File: config.mk
export PLATFORM = sky130hd
export DESIGN_NAME = cache_axi_master_flat
export DESIGN_NICKNAME = d
export VERILOG_FILES = /design/src/rtl/cache_axi_master_if.sv /design/src/rtl/cache_axi_master.sv /design/src/flat_wrapper.sv
export SDC_FILE = /design/constraint.sdc
export NUM_CORES = 1
export LEC_CHECK = 0
export BUFFER_PORTS_ARGS = -buffer_cell sky130_fd_sc_hd__clkbuf_2
export CORE_AREA = 8 8 182 184
export CTS_CLUSTER_SIZE = 14
export DETAILED_ROUTE_END_ITERATION = 12
export DIE_AREA = 0 0 190 192
export HOLD_SLACK_MARGIN = 0.1
export PLACE_DENSITY = 0.76
export SYNTH_ARGS = -nofsm -noshare
export SYNTH_HDL_FRONTEND = slang
export SYNTH_SLANG_ARGS = --single-unit
File: constraint.sdc
create_clock -name clk -period 4.65 [get_ports clk]
set_input_delay 1.395 -clock clk [delete_from_list [all_inputs] [get_ports clk]]
set_output_delay 1.395 -clock clk [all_outputs]
set_load 0.01 [all_outputs]
File: src/rtl/cache_axi_master_if.sv
`default_nettype none
// ============================================================================
// cache_axi_master_if : AXI4 read/write channel bundle seen by cache_axi_master.
// Revision: 1.0
// ============================================================================
interface cache_axi_master_if #(
  parameter int AXI_ID_BITS   = 4,
  parameter int AXI_ADDR_BITS = 32,
  parameter int AXI_DATA_BITS = 32,
  parameter int AXI_LEN_BITS  = 4
);
  logic [AXI_ID_BITS-1:0]     ARID_M;
  logic [AXI_ADDR_BITS-1:0]   ARADDR_M;
  logic [AXI_LEN_BITS-1:0]    ARLEN_M;
  logic [2:0]                 ARSIZE_M;
  logic [1:0]                 ARBURST_M;
  logic                       ARVALID_M;
  logic                       ARREADY_M;
  logic [AXI_ID_BITS-1:0]     RID_M;
  logic [AXI_DATA_BITS-1:0]   RDATA_M;
  logic [1:0]                 RRESP_M;
  logic                       RLAST_M;
  logic                       RVALID_M;
  logic                       RREADY_M;
  logic [AXI_ID_BITS-1:0]     AWID_M;
  logic [AXI_ADDR_BITS-1:0]   AWADDR_M;
  logic [AXI_LEN_BITS-1:0]    AWLEN_M;
  logic [2:0]                 AWSIZE_M;
  logic [1:0]                 AWBURST_M;
  logic                       AWVALID_M;
  logic                       AWREADY_M;
  logic [AXI_DATA_BITS-1:0]   WDATA_M;
  logic [AXI_DATA_BITS/8-1:0] WSTRB_M;
  logic                       WLAST_M;
  logic                       WVALID_M;
  logic                       WREADY_M;
  logic [AXI_ID_BITS-1:0]     BID_M;
  logic [1:0]                 BRESP_M;
  logic                       BVALID_M;
  logic                       BREADY_M;

  modport master (
    output ARID_M, ARADDR_M, ARLEN_M, ARSIZE_M, ARBURST_M, ARVALID_M,
    input  ARREADY_M,
    input  RID_M, RDATA_M, RRESP_M, RLAST_M, RVALID_M,
    output RREADY_M,
    output AWID_M, AWADDR_M, AWLEN_M, AWSIZE_M, AWBURST_M, AWVALID_M,
    input  AWREADY_M,
    output WDATA_M, WSTRB_M, WLAST_M, WVALID_M,
    input  WREADY_M,
    input  BID_M, BRESP_M, BVALID_M,
    output BREADY_M
  );

  modport slave (
    input  ARID_M, ARADDR_M, ARLEN_M, ARSIZE_M, ARBURST_M, ARVALID_M,
    output ARREADY_M,
    output RID_M, RDATA_M, RRESP_M, RLAST_M, RVALID_M,
    input  RREADY_M,
    input  AWID_M, AWADDR_M, AWLEN_M, AWSIZE_M, AWBURST_M, AWVALID_M,
    output AWREADY_M,
    input  WDATA_M, WSTRB_M, WLAST_M, WVALID_M,
    output WREADY_M,
    output BID_M, BRESP_M, BVALID_M,
    input  BREADY_M
  );
endinterface
`default_nettype wire

File: src/rtl/cache_axi_master.sv
`default_nettype none
// ============================================================================
// cache_axi_master : turns one cache-line refill/write-back into one AXI4 INCR
// burst. Optional macro CACHE_AXI_WORD_FWD_EN adds per-beat forwarding outputs.
// Revision: 1.0
// ============================================================================
module cache_axi_master #(
  parameter logic [3:0] MASTER_ID  = 4'd1,
  parameter int         LINE_WORDS = 4
) (
  input  logic                          clk,
  input  logic                          rst_n,
  input  logic                          req_valid,
  output logic                          req_ready,
  input  logic                          req_write,
  input  logic [31:0]                   req_addr,
  input  logic [32*LINE_WORDS-1:0]      req_wdata,
  output logic                          resp_valid,
  output logic                          resp_err,
  output logic [32*LINE_WORDS-1:0]      resp_rdata,
`ifdef CACHE_AXI_WORD_FWD_EN
  output logic                          fwd_valid,
  output logic [$clog2(LINE_WORDS)-1:0] fwd_idx,
  output logic [31:0]                   fwd_data,
`endif
  cache_axi_master_if.master            axi
);
  localparam int IDX_BITS  = $clog2(LINE_WORDS);
  localparam int BEAT_BITS = IDX_BITS + 1;
  localparam int OFF_BITS  = IDX_BITS + 2;
  localparam int LINE_BITS = 32 * LINE_WORDS;
  localparam int LEN_BITS  = 4;
  localparam logic [BEAT_BITS-1:0] LAST_BEAT = BEAT_BITS'(LINE_WORDS - 1);
  localparam logic [BEAT_BITS-1:0] BEAT_SAT  = BEAT_BITS'(LINE_WORDS);

  typedef enum logic [2:0] {IDLE, AR, R, AW, W, B, DONE} state_t;

  state_t               state, state_next;
  logic [BEAT_BITS-1:0] beat, beat_next;
  logic                 err, err_next;
  logic [LINE_BITS-1:0] line, line_next;
  logic [31:0]          addr;
  logic [IDX_BITS-1:0]  beat_idx, beat_next_idx;
  logic                 accept, ar_hs, r_hs, aw_hs, w_hs, b_hs;

  assign req_ready     = (state == IDLE);
  assign accept        = req_valid & req_ready;
  assign ar_hs         = axi.ARVALID_M & axi.ARREADY_M;
  assign r_hs          = axi.RREADY_M & axi.RVALID_M;
  assign aw_hs         = axi.AWVALID_M & axi.AWREADY_M;
  assign w_hs          = axi.WVALID_M & axi.WREADY_M;
  assign b_hs          = axi.BREADY_M & axi.BVALID_M;
  assign beat_idx      = beat[IDX_BITS-1:0];
  assign beat_next_idx = beat_next[IDX_BITS-1:0];

  assign axi.ARID_M    = MASTER_ID;
  assign axi.ARADDR_M  = addr;
  assign axi.ARLEN_M   = LEN_BITS'(LINE_WORDS - 1);
  assign axi.ARSIZE_M  = 3'b010;
  assign axi.ARBURST_M = 2'b01;
  assign axi.AWID_M    = MASTER_ID;
  assign axi.AWADDR_M  = addr;
  assign axi.AWLEN_M   = LEN_BITS'(LINE_WORDS - 1);
  assign axi.AWSIZE_M  = 3'b010;
  assign axi.AWBURST_M = 2'b01;
  assign axi.WSTRB_M   = 4'hF;

  always_comb begin
    state_next = state;
    beat_next  = beat;
    err_next   = err;
    line_next  = line;
    case (state)
      IDLE: if (accept) begin
        state_next = req_write ? AW : AR;
        line_next  = req_wdata;
        beat_next  = '0;
      end
      AR: if (ar_hs) state_next = R;
      R: if (r_hs) begin
        // Beats past the end of the line are drained but never stored.
        if (beat != BEAT_SAT) begin
          line_next[32*beat_idx +: 32] = axi.RDATA_M;
          beat_next = beat + 1'b1;
        end
        if (axi.RRESP_M != 2'b00 || axi.RID_M != MASTER_ID) err_next = 1'b1;
        if (axi.RLAST_M && beat != LAST_BEAT)               err_next = 1'b1;
        if (!axi.RLAST_M && beat >= LAST_BEAT)              err_next = 1'b1;
        if (axi.RLAST_M) state_next = DONE;
      end
      AW: if (aw_hs) state_next = W;
      W: if (w_hs) begin
        beat_next = beat + 1'b1;
        if (beat == LAST_BEAT) state_next = B;
      end
      B: if (b_hs) begin
        if (axi.BRESP_M != 2'b00 || axi.BID_M != MASTER_ID) err_next = 1'b1;
        state_next = DONE;
      end
      DONE: begin
        beat_next  = '0;
        err_next   = 1'b0;
        state_next = IDLE;
      end
      default: state_next = IDLE;
    endcase
  end

  // Bus outputs are loaded from next-state so they are true flops, aligned with state.
  always_ff @(posedge clk or negedge rst_n) begin
    if (!rst_n) begin
      state         <= IDLE;
      beat          <= '0;
      err           <= 1'b0;
      line          <= '0;
      addr          <= '0;
      axi.ARVALID_M <= 1'b0;
      axi.RREADY_M  <= 1'b0;
      axi.AWVALID_M <= 1'b0;
      axi.WVALID_M  <= 1'b0;
      axi.WDATA_M   <= '0;
      axi.WLAST_M   <= 1'b0;
      axi.BREADY_M  <= 1'b0;
      resp_valid    <= 1'b0;
      resp_err      <= 1'b0;
      resp_rdata    <= '0;
    end else begin
      state         <= state_next;
      beat          <= beat_next;
      err           <= err_next;
      line          <= line_next;
      if (accept) addr <= {req_addr[31:OFF_BITS], OFF_BITS'(0)};
      axi.ARVALID_M <= (state_next == AR);
      axi.RREADY_M  <= (state_next == R);
      axi.AWVALID_M <= (state_next == AW);
      axi.WVALID_M  <= (state_next == W);
      axi.WDATA_M   <= line_next[32*beat_next_idx +: 32];
      axi.WLAST_M   <= (state_next == W) && (beat_next == LAST_BEAT);
      axi.BREADY_M  <= (state_next == B);
      resp_valid    <= (state_next == DONE);
      resp_err      <= (state_next == DONE) && err_next;
      if (state == R && state_next == DONE) resp_rdata <= line_next;
    end
  end

`ifdef CACHE_AXI_WORD_FWD_EN
  always_ff @(posedge clk or negedge rst_n) begin
    if (!rst_n) begin
      fwd_valid <= 1'b0;
      fwd_idx   <= '0;
      fwd_data  <= '0;
    end else begin
      fwd_valid <= (state == R) && r_hs;
      fwd_idx   <= beat_idx;
      fwd_data  <= axi.RDATA_M;
    end
  end
`endif
endmodule
`default_nettype wire

File: src/flat_wrapper.sv
// flat-port wrapper written by rule: the top's interface ports become plain ports
module cache_axi_master_flat 
#(
  parameter logic [3:0] MASTER_ID  = 4'd1,
  parameter int         LINE_WORDS = 4
)
  (clk, rst_n, req_valid, req_ready, req_write, req_addr, req_wdata, resp_valid, resp_err, resp_rdata, axi_ARID_M, axi_ARADDR_M, axi_ARLEN_M, axi_ARSIZE_M, axi_ARBURST_M, axi_ARVALID_M, axi_ARREADY_M, axi_RID_M, axi_RDATA_M, axi_RRESP_M, axi_RLAST_M, axi_RVALID_M, axi_RREADY_M, axi_AWID_M, axi_AWADDR_M, axi_AWLEN_M, axi_AWSIZE_M, axi_AWBURST_M, axi_AWVALID_M, axi_AWREADY_M, axi_WDATA_M, axi_WSTRB_M, axi_WLAST_M, axi_WVALID_M, axi_WREADY_M, axi_BID_M, axi_BRESP_M, axi_BVALID_M, axi_BREADY_M);
  cache_axi_master_if axi_i ();
  input  logic clk;
  input  logic rst_n;
  input  logic req_valid;
  output logic req_ready;
  input  logic req_write;
  input  logic [31:0] req_addr;
  input  logic [32*LINE_WORDS-1:0] req_wdata;
  output logic resp_valid;
  output logic resp_err;
  output logic [32*LINE_WORDS-1:0] resp_rdata;
  output wire logic [$bits(axi_i.ARID_M)-1:0] axi_ARID_M;
  output wire logic [$bits(axi_i.ARADDR_M)-1:0] axi_ARADDR_M;
  output wire logic [$bits(axi_i.ARLEN_M)-1:0] axi_ARLEN_M;
  output wire logic [$bits(axi_i.ARSIZE_M)-1:0] axi_ARSIZE_M;
  output wire logic [$bits(axi_i.ARBURST_M)-1:0] axi_ARBURST_M;
  output wire logic [$bits(axi_i.ARVALID_M)-1:0] axi_ARVALID_M;
  input wire logic [$bits(axi_i.ARREADY_M)-1:0] axi_ARREADY_M;
  input wire logic [$bits(axi_i.RID_M)-1:0] axi_RID_M;
  input wire logic [$bits(axi_i.RDATA_M)-1:0] axi_RDATA_M;
  input wire logic [$bits(axi_i.RRESP_M)-1:0] axi_RRESP_M;
  input wire logic [$bits(axi_i.RLAST_M)-1:0] axi_RLAST_M;
  input wire logic [$bits(axi_i.RVALID_M)-1:0] axi_RVALID_M;
  output wire logic [$bits(axi_i.RREADY_M)-1:0] axi_RREADY_M;
  output wire logic [$bits(axi_i.AWID_M)-1:0] axi_AWID_M;
  output wire logic [$bits(axi_i.AWADDR_M)-1:0] axi_AWADDR_M;
  output wire logic [$bits(axi_i.AWLEN_M)-1:0] axi_AWLEN_M;
  output wire logic [$bits(axi_i.AWSIZE_M)-1:0] axi_AWSIZE_M;
  output wire logic [$bits(axi_i.AWBURST_M)-1:0] axi_AWBURST_M;
  output wire logic [$bits(axi_i.AWVALID_M)-1:0] axi_AWVALID_M;
  input wire logic [$bits(axi_i.AWREADY_M)-1:0] axi_AWREADY_M;
  output wire logic [$bits(axi_i.WDATA_M)-1:0] axi_WDATA_M;
  output wire logic [$bits(axi_i.WSTRB_M)-1:0] axi_WSTRB_M;
  output wire logic [$bits(axi_i.WLAST_M)-1:0] axi_WLAST_M;
  output wire logic [$bits(axi_i.WVALID_M)-1:0] axi_WVALID_M;
  input wire logic [$bits(axi_i.WREADY_M)-1:0] axi_WREADY_M;
  input wire logic [$bits(axi_i.BID_M)-1:0] axi_BID_M;
  input wire logic [$bits(axi_i.BRESP_M)-1:0] axi_BRESP_M;
  input wire logic [$bits(axi_i.BVALID_M)-1:0] axi_BVALID_M;
  output wire logic [$bits(axi_i.BREADY_M)-1:0] axi_BREADY_M;
  assign axi_ARID_M = axi_i.ARID_M;
  assign axi_ARADDR_M = axi_i.ARADDR_M;
  assign axi_ARLEN_M = axi_i.ARLEN_M;
  assign axi_ARSIZE_M = axi_i.ARSIZE_M;
  assign axi_ARBURST_M = axi_i.ARBURST_M;
  assign axi_ARVALID_M = axi_i.ARVALID_M;
  assign axi_i.ARREADY_M = axi_ARREADY_M;
  assign axi_i.RID_M = axi_RID_M;
  assign axi_i.RDATA_M = axi_RDATA_M;
  assign axi_i.RRESP_M = axi_RRESP_M;
  assign axi_i.RLAST_M = axi_RLAST_M;
  assign axi_i.RVALID_M = axi_RVALID_M;
  assign axi_RREADY_M = axi_i.RREADY_M;
  assign axi_AWID_M = axi_i.AWID_M;
  assign axi_AWADDR_M = axi_i.AWADDR_M;
  assign axi_AWLEN_M = axi_i.AWLEN_M;
  assign axi_AWSIZE_M = axi_i.AWSIZE_M;
  assign axi_AWBURST_M = axi_i.AWBURST_M;
  assign axi_AWVALID_M = axi_i.AWVALID_M;
  assign axi_i.AWREADY_M = axi_AWREADY_M;
  assign axi_WDATA_M = axi_i.WDATA_M;
  assign axi_WSTRB_M = axi_i.WSTRB_M;
  assign axi_WLAST_M = axi_i.WLAST_M;
  assign axi_WVALID_M = axi_i.WVALID_M;
  assign axi_i.WREADY_M = axi_WREADY_M;
  assign axi_i.BID_M = axi_BID_M;
  assign axi_i.BRESP_M = axi_BRESP_M;
  assign axi_i.BVALID_M = axi_BVALID_M;
  assign axi_BREADY_M = axi_i.BREADY_M;
  cache_axi_master #(.MASTER_ID(MASTER_ID), .LINE_WORDS(LINE_WORDS)) u_core (.clk(clk), .rst_n(rst_n), .req_valid(req_valid), .req_ready(req_ready), .req_write(req_write), .req_addr(req_addr), .req_wdata(req_wdata), .resp_valid(resp_valid), .resp_err(resp_err), .resp_rdata(resp_rdata), .axi(axi_i));
endmodule
After elaboration in Yosys (flattened, before gate mapping)
Cells that the tools add are included.
Widths: inputs -> output; s select.
- reductions and logical operators: 11
- multiplexer cells: 27
- add/sub/neg operators: 2
- equality and inequality tests: 18
- order comparisons: 1
- shift-type cells: 3
- bitwise operators: 6
- operators with widths (cell ; number):
    $mux 128 ; 3
    $pmux 128 s2 ; 1
    $bwmux 128 ; 1
    $shift 32x34->128 const A ; 1
    $shiftx 128x8->32 ; 1
    $shiftx 32x34->128 ; 1
    $mux 3 ; 12
    $neg 7->34 ; 1
    $eq 3x2->1 const B ; 6
    $eq 3x3->1 const B ; 6
    $pmux 3 s6 ; 1
    $pmux 3 s4 ; 1
    $ne 4x1->1 const B ; 2
    $and 1x1->1 ; 6
    $eq 3x1->1 const B ; 2
    $mux 1 ; 6
    $logic_and 1x1->1 ; 5
    $reduce_bool 2->1 ; 2
    $add 3x1->3 const B ; 1
    $ge 3x2->1 const B ; 1
    $logic_not 3->1 ; 1
    $ne 3x2->1 const B ; 1
    $ne 3x3->1 const B ; 1
    $pmux 1 s3 ; 1
    3 further kinds ; 4
- output and inout port bits: 263
- register bits: 331
- bits of input ports: 214

Logic depth before layout (Yosys ltp)
- word-level depth: 8
- gate-level depth with buffers: 10
- depth with buffers taken out: 8

Least setup slack after synthesis
OpenSTA, ideal clock, no wires.
- path type: input-to-reg
- start: input port axi_RVALID_M
- end: register u_core.resp_rdata[100]
- path slack: 1608 ps
- stages: 5
- arrival time: 2918 ps
- required time: 4525 ps
- cell sequence: nand2_1 nor4_2 clkbuf_1 buf_2 mux2_2
- cells in the longest elaborated chain, start to end: 5
- elaborated cells on any way between the ends: 7
- those cells by class: eq/ne: 1; mux: 4; bitwise: 1; reduce/logical: 1
- ends and longest elaborated chain (element ; line ; RTL):
    start, declared ; flat_wrapper.sv:30 ; input wire logic [$bits(axi_i.RVALID_M)-1:0] axi_RVALID_M;
    $and 1x1->1 (*) ; cache_axi_master.sv:49 ; assign r_hs = axi.RREADY_M & axi.RVALID_M;
    $mux 3 ; cache_axi_master.sv:80 ; R: if (r_hs) begin
    $pmux 3 s6 ; cache_axi_master.sv:73 ; case (state)
    $eq 3x3->1 ; cache_axi_master.sv:142 ; if (state == R && state_next == DONE) resp_rdata <= line_next;
    $logic_and 1x1->1 ; cache_axi_master.sv:142 ;
    end signal, assigned ; cache_axi_master.sv:142 ;
    end, declared ; cache_axi_master.sv:20 ; output logic [32*LINE_WORDS-1:0] resp_rdata,
Mark *: on every way between the ends. The rest lies on a longest branch, timed or not.
A chain may end at the register's enable or synchronous reset.

Final worst setup path
- start: input port axi_RVALID_M
- end: register u_core.axi.WDATA_M[2]
- cells in the longest elaborated chain, start to end: 4
- elaborated cells on any way between the ends: 6
- those cells by class: shift: 1; mux: 4; bitwise: 1
- ends and longest elaborated chain (element ; line ; RTL):
    $and 1x1->1 ; cache_axi_master.sv:49 ;
    $mux 128 ; cache_axi_master.sv:80 ;
    $pmux 128 s2 ; cache_axi_master.sv:73 ;
    via u_core.line_next[98] ; cache_axi_master.sv:41 ; logic [LINE_BITS-1:0] line, line_next;
    $shiftx 128x8->32 ; cache_axi_master.sv:137 ; axi.WDATA_M <= line_next[32*beat_next_idx +: 32];
    end signal, assigned ; cache_axi_master.sv:137 ;
    end, declared ; cache_axi_master_if.sv:49 ; output WDATA_M, WSTRB_M, WLAST_M, WVALID_M,
The timed path passes the listed nets, and every way through them passes these cells.

==> flow_metrics.tcl <==
set metrics [dict create \
    clkSinkCount 331 \
    ir_worst_vdd_uv 435 \
    dp_cells 1878 \
    rows 64 \
    num-fill-cells 2439 \
    clk_pin_slew_ps 60 \
    worst_slew_pin_slew_ps 968 \
    synth_top_area_cell "dfrtp_1" \
    instances_no_fill 1945 \
    yosysTopAreaCellShare 0.573 \
    wl_per_cell_um 23.2 \
    synth.area.top_cells "dfrtp_1, mux2_2, a221o_1" \
    post_cts_resized 0 \
    portBuffers 434 \
    firstDrtPassIters 6 \
    crit_type "input port to flop" \
    cp_data_required_time_ps 5070 \
    yosysWarnings 0 \
    utilization 0.596 \
    worst_slack_ps 1310 \
    setup_tns_ps 0 \
    clock_tree.buffer_depth 3 \
    maxSlewViolCount 0 \
    fin_worst_skew_ps 11.2 \
    status "finished, final reports clean" \
    post-cts-setup-buffers 0 \
    gp_routability_congestion 0.834 \
    drt-initial-drc-count 799 \
    crit_arrival_ps 3760 \
    max_cap_violations 0 \
    grt_pass1_wl_mm 68.4 \
    drc 0 \
    cts_root_buf "clkbuf_16" \
    mostFrequentLayoutCells "clkbuf_2, dfrtp_1, mux2_2" \
    hold_viol 0 \
    min_path_type "flop to flop" \
    synth.yosys.seq_area_share 0.573 \
    antenna_found_initial 4 \
    synth_cell_type_count 45 \
    min_period_ps 3340 \
    cts_hold_buffers 0 \
    gr-total-overflow 0 \
    fin_hold_ws_ps 507 \
    h-tree-depth 2 \
    multi_input_area_mm2 0.00549 \
    pre_cts_ws_ps 821 \
    power-per-cell-area_mw_per_mm2 700 \
    max_slew_margin 0.355 \
    grt_pass1_vias 11459 \
    startpoint_type "input port" \
    via_count 10775 \
    syn_area_mm2 0.0145 \
    startpoint "axi_RVALID_M" \
    post-dp-hpwl_mm 31.6 \
    dieHeight_um 192 \
    synth-edff-count 0 \
    routed_wl_mm 45.2 \
    fin_crit_sh 0.719 \
    pin_count 477 \
    via_per_inst 5.54 \
    ys_ff_latch 331 \
    syn_inst 1129 \
    area_growth_pct 24.3 \
    start_util 0.479 \
    die_w_um 190 \
    rsz0062_at_grt "false" \
    numCtsBuffers 36 \
    grt_max_degree 120 \
    track_usage 0.240 \
    async_flop_share 1.00 \
    clk_latency_ps 510 \
    cp_max_fo 17 \
    fmax_mhz 299 \
    syn_avg_cell_area_um2 12.8 \
    core_area_mm2 0.0302 \
    synth_ff_type "dfrtp_1" \
    cts_tree "yes" \
    p_leak_nw 8.84 \
    regArea_mm2 0.00828 \
    fin_nets 1740 \
    layout-drive-gt1-share 0.424 \
    layout_commonest_cell "clkbuf_2" \
    timing.rr.start "u_core.beat[0]" \
    dieArea_mm2 0.0365 \
    drtAntennaViolNets 0 \
    hold_start "u_core.resp_rdata[73]" \
    final-setup-viol-count 0 \
    endpoint_kind "flop" \
]
[kinds of logic after synthesis]
| family | after synthesis | share of synthesized area |
|---|---|---|
| mux | 221 | 0.164 |
| fa+ha+maj | 6 | 0.00519 |
| flops | 331 | 0.573 |
| simple gates | 239 | 0.0896 |
| buf+inv | 149 | 0.0612 |
| other cells | 2 | 0.000519 |
| compound gates | 181 | 0.107 |
[stage by stage]
step / area [um^2] / total power [mW]
after floorplan: 14600 / 7.96
after global placement: 16800 / 9.64
final: 18000 / 12.6
after CTS: 18000 / 12.7
after global routing: 18000 / 13.3
after detailed placement: 16800 / 9.81
[layout make-up]
cell class,instances,area share
Sequential cell,331,0.461
Multi-Input combinational cell,685,0.306
Timing Repair Buffer,458,0.138
Clock buffer,58,0.0626
Tap cell,396,0.0276
Clock inverter,6,0.00327
Inverter,8,0.00167
Antenna cell,3,0.000418
[synthesized netlist by cell type, drive strengths merged, types with 2 or more instances]
cell    number
mux2       125
nor3         5
mux2i       96
dfrtp      331
nor3b        3
inv          8
buf        110
and4         3
a31oi       34
nor2        39
a22oi       32
o21ai        4
conb         2
clkbuf      31
nor4         5
ha           6
nor2b        2
and4b        3
nand2       71
or3b         2
a21oi        7
nor4b        2
a221o       96
and2        95
and3         2
nand2b       3
[flip-flops by register name, indices dropped and copies added (netlist names)]
signal	cells
u_core.resp_valid	1
u_core.axi.ARADDR_M	28
u_core.state	3
u_core.resp_err	1
u_core.axi.BREADY_M	1
u_core.beat	3
u_core.resp_rdata	128
u_core.err	1
u_core.axi.WLAST_M	1
u_core.axi.WVALID_M	1
u_core.axi.ARVALID_M	1
u_core.axi.AWVALID_M	1
u_core.axi.RREADY_M	1
u_core.line	128
u_core.axi.WDATA_M	32
[routing by layer]
metal | GRT usage | part of all wire | vias to the layer above
met5 | 0 | 0.00029 | -
li1 | - | - | 4787
met1 | 0.298 | 0.39 | 5427
met2 | 0.402 | 0.49 | 485
met3 | 0.0652 | 0.087 | 74
met4 | 0.0785 | 0.025 | 2
[path summary, 6_finish.rpt]
kind / to / slack (ps) / cells past startpoint
max: u_core.axi.WDATA_M[2] / 1310 / 8
min: u_core.resp_rdata[73] / 510 / 1
max reg2reg: u_core.axi.WDATA_M[2] / 1460 / 9
min reg2reg: u_core.resp_rdata[73] / 510 / 1
max in group asynchronous: u_core.line[60] / 2760 / 2
min in group asynchronous: u_core.resp_rdata[8] / 1020 / 1
[power breakdown]
group | switching, mW | internal [mW] | leakage (nW)
clock network | 1.13 | 1.71 | 0.587
registers | 0.626 | 4.15 | 4.17
logic | 2.77 | 2.21 | 4.08
[critical path, stage by stage]
cell	delay, ps
clkbuf_2	100
nand2_1	260
nor3_4	520
and4_2	690
buf_12	250
a221o_1	200
mux2i_1	140
mux2i_1	200
No activity file was read; power rests on OpenSTA's default activity.
